==> src/rtl/many_frequencies_detector.sv <==
// many_frequencies_detector
//   Measures the clock-cycle distance between rising edges of an incoming
//   tick train, classifies it against four nominal periods, and reports
//   the 2-bit select code of the class once two consecutive periods agree.
//
// Ports
//   clock        in   system clock, all logic on posedge
//   reset_n      in   synchronous active-low reset
//   tick_in      in   asynchronous tick, any high width >= 1 cycle
//   select_out   out  [1:0]  code of the last locked class
//   locked       out  high while the tick train matches select_out
//   period       out  [28:0] last measured rising-to-rising distance
//   period_valid out  one-cycle pulse when period updates
//   mismatch     out  one-cycle pulse when a measured period breaks lock
//                     or fails confirmation
module many_frequencies_detector #(
    parameter int unsigned PERIOD0   = 25000001,
    parameter int unsigned PERIOD1   = 50000001,
    parameter int unsigned PERIOD2   = 100000001,
    parameter int unsigned PERIOD3   = 300000001,
    parameter int unsigned TOLERANCE = 16,
    parameter int unsigned TIMEOUT   = 300000018
) (
    input  logic        clock,
    input  logic        reset_n,
    input  logic        tick_in,
    output logic [1:0]  select_out,
    output logic        locked,
    output logic [28:0] period,
    output logic        period_valid,
    output logic        mismatch
);

    localparam logic [28:0] P0_C   = 29'(PERIOD0);
    localparam logic [28:0] P1_C   = 29'(PERIOD1);
    localparam logic [28:0] P2_C   = 29'(PERIOD2);
    localparam logic [28:0] P3_C   = 29'(PERIOD3);
    localparam logic [28:0] TOL_C  = 29'(TOLERANCE);
    localparam logic [28:0] TOUT_C = 29'(TIMEOUT);

    typedef enum logic [1:0] {
        ST_SEARCH,
        ST_ACQUIRE,
        ST_CONFIRM,
        ST_LOCKED
    } state_e;

    // Input synchronizer and edge detector
    logic sync1_q, sync2_q, sync3_q;
    logic strobe;

    always_ff @(posedge clock) begin
        if (!reset_n) begin
            sync1_q <= 1'b0;
            sync2_q <= 1'b0;
            sync3_q <= 1'b0;
        end else begin
            sync1_q <= tick_in;
            sync2_q <= sync1_q;
            sync3_q <= sync2_q;
        end
    end

    assign strobe = sync2_q & ~sync3_q;

    // Distance counter: restarts at 1 on each strobe so the value seen on
    // the next strobe equals the strobe-to-strobe spacing exactly.
    logic [28:0] count_q;

    always_ff @(posedge clock) begin
        if (!reset_n) begin
            count_q <= '0;
        end else if (strobe) begin
            count_q <= 29'd1;
        end else if (count_q != '1) begin
            count_q <= count_q + 29'd1;
        end
    end

    // Class match, difference taken in the non-wrapping direction
    function automatic logic in_tol(input logic [28:0] p, input logic [28:0] nom);
        logic [28:0] diff;
        diff = (p >= nom) ? (p - nom) : (nom - p);
        return (diff <= TOL_C);
    endfunction

    logic [3:0] match;
    logic       any_match;
    logic [1:0] match_code;

    always_comb begin
        match[0] = in_tol(count_q, P0_C);
        match[1] = in_tol(count_q, P1_C);
        match[2] = in_tol(count_q, P2_C);
        match[3] = in_tol(count_q, P3_C);
        any_match = |match;
        // Lowest index wins
        match_code = 2'd0;
        if (match[0])      match_code = 2'd0;
        else if (match[1]) match_code = 2'd1;
        else if (match[2]) match_code = 2'd2;
        else if (match[3]) match_code = 2'd3;
    end

    // Classification FSM and registered outputs
    state_e      state_q, state_d;
    logic [1:0]  cand_q, cand_d;
    logic [1:0]  select_q, select_d;
    logic        locked_q, locked_d;
    logic [28:0] period_q, period_d;
    logic        pvalid_q, pvalid_d;
    logic        mism_q, mism_d;

    always_ff @(posedge clock) begin
        if (!reset_n) begin
            state_q  <= ST_SEARCH;
            cand_q   <= '0;
            select_q <= '0;
            locked_q <= 1'b0;
            period_q <= '0;
            pvalid_q <= 1'b0;
            mism_q   <= 1'b0;
        end else begin
            state_q  <= state_d;
            cand_q   <= cand_d;
            select_q <= select_d;
            locked_q <= locked_d;
            period_q <= period_d;
            pvalid_q <= pvalid_d;
            mism_q   <= mism_d;
        end
    end

    always_comb begin
        state_d  = state_q;
        cand_d   = cand_q;
        select_d = select_q;
        locked_d = locked_q;
        period_d = period_q;
        pvalid_d = 1'b0;
        mism_d   = 1'b0;

        if (strobe) begin
            if (state_q != ST_SEARCH) begin
                period_d = count_q;
                pvalid_d = 1'b1;
            end
            case (state_q)
                ST_SEARCH: begin
                    state_d = ST_ACQUIRE;
                end
                ST_ACQUIRE: begin
                    if (any_match) begin
                        state_d = ST_CONFIRM;
                        cand_d  = match_code;
                    end else begin
                        mism_d = 1'b1;
                    end
                end
                ST_CONFIRM: begin
                    if (match[cand_q]) begin
                        state_d  = ST_LOCKED;
                        select_d = cand_q;
                        locked_d = 1'b1;
                    end else if (any_match) begin
                        mism_d = 1'b1;
                        cand_d = match_code;
                    end else begin
                        mism_d  = 1'b1;
                        state_d = ST_ACQUIRE;
                    end
                end
                ST_LOCKED: begin
                    if (!match[select_q]) begin
                        mism_d   = 1'b1;
                        locked_d = 1'b0;
                        if (any_match) begin
                            state_d = ST_CONFIRM;
                            cand_d  = match_code;
                        end else begin
                            state_d = ST_ACQUIRE;
                        end
                    end
                end
                default: state_d = ST_SEARCH;
            endcase
        end else if (state_q != ST_SEARCH && count_q == TOUT_C) begin
            // Tick train lost: silent drop back to search
            state_d  = ST_SEARCH;
            locked_d = 1'b0;
        end
    end

    assign select_out   = select_q;
    assign locked       = locked_q;
    assign period       = period_q;
    assign period_valid = pvalid_q;
    assign mismatch     = mism_q;

endmodule
==> config.mk <==
export PLATFORM = sky130hd
export DESIGN_NAME = many_frequencies_detector
export DESIGN_NICKNAME = d
export VERILOG_FILES = /design/src/rtl/many_frequencies_detector.sv
export SDC_FILE = /design/constraint.sdc
export NUM_CORES = 1
export LEC_CHECK = 0
export CAP_MARGIN = 20
export CELL_PAD_IN_SITES_DETAIL_PLACEMENT = 0
export CELL_PAD_IN_SITES_GLOBAL_PLACEMENT = 1
export CORE_ASPECT_RATIO = 0.75
export CORE_MARGIN = 2
export CORE_UTILIZATION = 49
export CTS_CLUSTER_DIAMETER = 100
export DETAILED_ROUTE_END_ITERATION = 10
export HOLD_SLACK_MARGIN = 0.06
export PLACE_DENSITY = 0.89
export SLEW_MARGIN = 20
export SYNTH_ARGS = -nofsm -noshare
export SYNTH_HDL_FRONTEND = slang
export SYNTH_SLANG_ARGS = --single-unit
==> constraint.sdc <==
create_clock -name clock -period 8.4 [get_ports clock]
set_clock_uncertainty 0.15 [all_clocks]
set_input_delay 1.68 -clock clock [delete_from_list [all_inputs] [get_ports clock]]
set_output_delay 1.68 -clock clock [all_outputs]
set_load 0.01 [all_outputs]
# --- Word-level counts from Yosys, hierarchy flattened ---
# Index checks and enable logic that the tools add are counted.
classes:
  n_mux: 36
  eq_ne: 12
  magnitude_cmp: 10
  addsub: 9
  reduce_logical: 14
  n_bitwise: 3
op_table:
  columns: ["cell", "n"]
  rows:
  - ["less-or-equal comparator 29 x 5 -> 1 bit (second input constant)", 4]
  - ["two-way mux 29 bit", 4]
  - ["adder 29 x 1 -> 29 bit (second input constant)", 1]
  - ["equality test 29 bit (second input constant)", 1]
  - [">= comparator 29 x 25 -> 1 bit (second input constant)", 1]
  - [">= comparator 29 x 26 -> 1 bit (second input constant)", 1]
  - [">= comparator 29 x 27 -> 1 bit (second input constant)", 1]
  - [">= comparator 29 bit (second input constant)", 1]
  - ["!= test 29 bit (second input constant)", 1]
  - ["subtractor 25 x 29 -> 29 bit (first input constant)", 1]
  - ["subtractor 26 x 29 -> 29 bit (first input constant)", 1]
  - ["subtractor 27 x 29 -> 29 bit (first input constant)", 1]
  - ["subtractor 29 x 25 -> 29 bit (second input constant)", 1]
  - ["subtractor 29 x 26 -> 29 bit (second input constant)", 1]
  - ["subtractor 29 x 27 -> 29 bit (second input constant)", 1]
  - ["subtractor 29 bit (first input constant)", 1]
  - ["subtractor 29 bit (second input constant)", 1]
  - ["two-way mux 2 bit", 14]
  - ["two-way mux 1 bit", 12]
  - ["AND reduction 4 bit", 3]
  - ["!= test 3 bit (second input constant)", 3]
  - ["one-hot mux 2 bit (4 select lines)", 1]
  - ["< comparator 2 x 3 -> 1 bit (second input constant)", 2]
  - ["one-hot mux 2 bit (3 select lines)", 1]
  - ["other kinds (18)", 25]
word_totals:
  regBits: 70
  output_inout_bits: 34

# --- Longest topological paths before layout ---
depth:
  word_depth: 10
  ltp_mapped: 20
  depth_no_buf: 15

# --- Least setup slack after synthesis ---
# No wires, ideal clock.
synth_timing:
  path_type: "reg-to-reg"
  from: "register count_q[2]"
  to: "register select_q[1] (netlist: select_out[1])"
  stages_incl_launch_ff: 20
  required_ns: 8.134
  path_buffers: 4
  t_arrival_ns: 4.491
  slack_ns: 3.643
  synth_period_minus_slack_ns: 4.757
  cell_sequence: "dfxtp_1 -> buf_6 -> clkbuf_1 -> inv_1 -> ha_1 -> buf_2 -> a21bo_2 -> buf_2 -> or3_1 -> xor2_1 -> nand4_1 -> or4_1 -> nor4_1 -> o2111ai_1 -> or4b_4 -> o211ai_1 -> o21ai_2 -> or4_4 -> mux2i_1 -> nor2b_1"
synth_between:
  elab_chain_cells: 6
  word_cells_on_any_way: 23
  classes_between: "add/sub (8); order compare (8); mux (6); reduce/logical (1)"
synth_rtl:
  columns: ["item", "line", "source"]
  rows:
  - ["from (decl)", "68", "logic [28:0] count_q;"]
  - ["from (signal assigned)", "76", "count_q <= count_q + 29'd1;"]
  - ["subtractor 25 x 29 -> 29 bit, or another cell as far along", "83", "diff = (p >= nom) ? (p - nom) : (nom - p);"]
  - ["two-way mux 29 bit", "83", null]
  - ["less-or-equal comparator 29 x 5 -> 1 bit", "84", "return (diff <= TOL_C);"]
  - ["binary-select mux 1 bit (select 2 bit) (*)", "161", "if (match[cand_q]) begin"]
  - ["two-way mux 1 bit (implied by the code) (*)", "161", null]
  - ["AND reduction 3 bit (no line) (*)", null, null]
  - ["to (signal assigned)", "126", "select_q <= select_d;"]
  - ["to (decl)", "108", "logic [1:0] select_q, select_d;"]
# Mark *: on every way between the ends. The rest lies on a longest branch, timed or not. The select of a mux whose other input is x is not followed.
# A chain may end at the register's enable or synchronous reset.

# --- Worst setup path after layout ---
layout_timing:
  from: "register count_q[21]"
  to: "register select_q[1] (netlist: select_out[1])"
# The elaborated chain is that of the path after synthesis.

==> results.cfg <==
[power]
total_leakage_power_uw = 0.00301
powerDensity_mw_per_mm2 = 93.2
peakVddDrop_uv = 109
p_total_uw = 851

[placement]
dp_cells = 1410
dp_hpwl_um = 26700
dpl_cell_area_mm2 = 0.00883
io_buffers = 36
gp_congestion = 1.04

[cts]
cts_buffers = 9
clock_latency_ps = 360
tritoncts = done
cts_resized = 0
cts.root.buffer_cell = clkbuf_16
cts.sinks = 70
cts_buffer_depth = 2
postCtsHoldBufs = 0
cts_max_level = 3
clk_pin_slew_ps = 80
cts_setup_buffers = 0

[routing]
drtIter0Drc = 1741
dr.pass1.iters = 9
antenna_left = 0
drc_errors = 0
met3WireLength_um = 6240
m1WireLength_um = 15700
drt-vias-per-instance = 7.13
vias = 10200
routed_wl_um = 37100
drt-wirelength-per-cell_um = 26.0
routed.top_layer = met4
wl_met2_um = 13900

[logic_synthesis]
yosysMostFrequentCell = nand2_1
syn_area_mm2 = 0.00847
synthAdderAreaFrac_pct = 1.18
synth_mux_area_share_pct = 2.88
synth_top_area_share_pct = 16.6
synth_edf_count = 0
synth-simple-area-share_pct = 34.5
synth_nets = 1261
syn_inst = 1250
synth_ff_type = dfxtp_1
ys_warn_count = 0
synth_top_family_by_area = simple AND/OR/NAND/NOR gates
synthArstFlopShare_pct = 0
synth_compound_area_share_pct = 31.8
syn_area_per_cell_um2 = 6.77
ys_seq_elements = 70
synthTopCellsByCount = 153 x nand2_1, 104 x nor2_1, 87 x clkbuf_1, 74 x o21ai_0, 72 x a21oi_1
synth_top_cell_by_area = dfxtp_1
ys_seq_area_share_pct = 16.6
synth.distinct_cells = 93
synthXorXnorAreaFrac_pct = 6.10
synth_area_leaders = dfxtp_1 17%, nand2_1 6.8%, nor2_1 4.6%, o21ai_0 4.4%, xnor2_1 4.3%

[global_routing]
grt_pass1_vias = 9054
grtUsageTotal_pct = 39.6
grt_max_degree = 52
gr-total-overflow = 0
grt_pass1_wl_um = 56000
antenna_found_initial = 0

[sta]
relSlewSlack_pct = 17.0
setup_tns_ps = 0
final_hold_viol_count = 0
worst_pin_slew_ps = 1230
rsz0062_at_grt = no
layout_min_cycle_time_ps = 5840
fmax_ghz = 0.171
setup_violations = 0
drv_slew = 0
post-route-period-util_pct = 69.5

[setup_path]
cp_cell_sequence = nand3_1 > nor4_1 > and4_1 > nor3_1 > buf_4 > mux2_2 > a2111oi_0 > nand4_1 > nor4b_1 > mux2_2 > o21ai_2 > or4_4 > mux2i_1 > nor2b_1
start_kind = flop
crit_path_top_delay_cell = nor4b_1
crit_top_cell = mux2_2
crit_buf_inv = 1
endpoint_kind = flop
cp_data_arrival_time_ps = 5930
path_delay_family = simple AND/OR/NAND/NOR gates
r2r_setup_slack_ps = 2560
crit_path_max_fanout = 21
max_stage_delay_ps = 960
worstSetupPathType = flop to flop
cp.required_ps = 8500

[floorplanning]
chipHeight_um = 118
die_area_mm2 = 0.0184
core-area_mm2 = 0.0169
floorplan.initialDensity_pct = 50.2
ioPinCount = 37
die_width_um = 156
rows = 41

[layout]
area_growth_pct = 7.95
fin_nets = 1217
layout-drive-gt1-share_pct = 7.43
final_cell_area_mm2 = 0.00914
fin_cells = 1427

[job]
maxCapViolCount = 0

[outcome]
status = completed

[hold_path]
min_path_type = flop to flop
-- state kept, by name, indices dropped and copies added (netlist names) --
signal	cells
sync1_q	1
period	29
count_q	29
period_valid	1
select_out	2
mismatch	1
sync3_q	1
sync2_q	1
state_q	2
cand_q	2
locked	1
-- final timing paths --
kind | cells after the start | to | from
hold / removal | 1 | sync2_q$_SDFF_PN0_ | sync1_q$_SDFF_PN0_
setup / recovery | 14 | select_out[1]$_SDFFE_PN0P_ | count_q[21]$_SDFFE_PP0P_
setup reg to reg | 14 | select_out[1]$_SDFFE_PN0P_ | count_q[21]$_SDFFE_PP0P_
hold reg to reg | 1 | sync2_q$_SDFF_PN0_ | sync1_q$_SDFF_PN0_
-- layout make-up --
class | instances | area (um2)
Fill cell | 1753 | 7740
Multi-Input combinational cell | 1034 | 6480
Sequential cell | 70 | 1400
Antenna cell | 1 | 2.50
Tap cell | 215 | 269
Timing Repair Buffer | 67 | 593
Clock buffer | 9 | 225
Inverter | 24 | 90.1
Clock inverter | 7 | 76.3
-- kinds of logic (layout without fill, tap and decap cells) --
group	after synthesis	in the layout
buffers and inverters	146	107
adder cells (fa/ha/maj)	8	8
XOR/XNOR	59	59
flip-flops	70	70
multiplexers	24	24
AND/OR/NAND/NOR	557	557
AO/OA/AOI/OAI	386	386
other	0	1
-- per-layer routing --
metal | global-route usage, % | up-vias
met5 | 0 | -
met4 | 10.6 | 0
met3 | 17.8 | 101
met2 | 52.2 | 827
met1 | 57.3 | 4667
li1 | - | 4586
-- report_power, final --
part / total [uW] / internal (uW) / switching (uW)
clock network: 408 / 212 / 196
logic: 104 / 30.6 / 73.8
registers: 339 / 334 / 5.15
total: 851 / 576 / 275
-- cell usage in the layout, fill, tap and decap left out, types with 7 or more instances in the layout --
cell,n
nand2b_1,10
xnor2_1,42
clkbuf_16,9
nor4_1,24
o21a_1,8
ha_1,8
clkdlybuf4s50_1,36
nand3_1,44
a21boi_0,38
o31ai_1,10
mux2i_1,21
or4_1,14
a211oi_1,14
nor3_1,43
nor2b_1,16
nand2_1,153
nor4_2,7
buf_4,31
and4_1,8
a21o_1,9
inv_1,19
and3_1,12
o22ai_1,11
nand4_1,32
xor2_1,17
a22oi_1,7
o21ai_0,73
o31a_1,9
a21oi_1,71
nor4b_1,9
nor2_1,104
o211ai_1,29
a31oi_1,15
and2_1,18
or3_1,30
dfxtp_1,70
-- through the flow --
stage                     utilization (%)  setup WS, ps  hold slack (ps)
final                                54.1          2560              290
after global routing                 54.1          2370              310
after global placement               52.3          2970              263
after detailed placement             52.3          2770              276
after CTS                            54.1          2730              296
after floorplan                         -          3640              262
-- worst reg2reg max path: stages (launching register included) --
cell       delay (ps)
dfxtp_1           930
nand3_1           400
nor4_1            580
and4_1            420
nor3_1             90
buf_4             190
mux2_2            280
a2111oi_0         440
nand4_1           220
nor4b_1           960
mux2_2            330
o21ai_2            70
or4_4             440
mux2i_1           160
nor2b_1            60
Note: power is estimated with default switching activity, not from simulation.
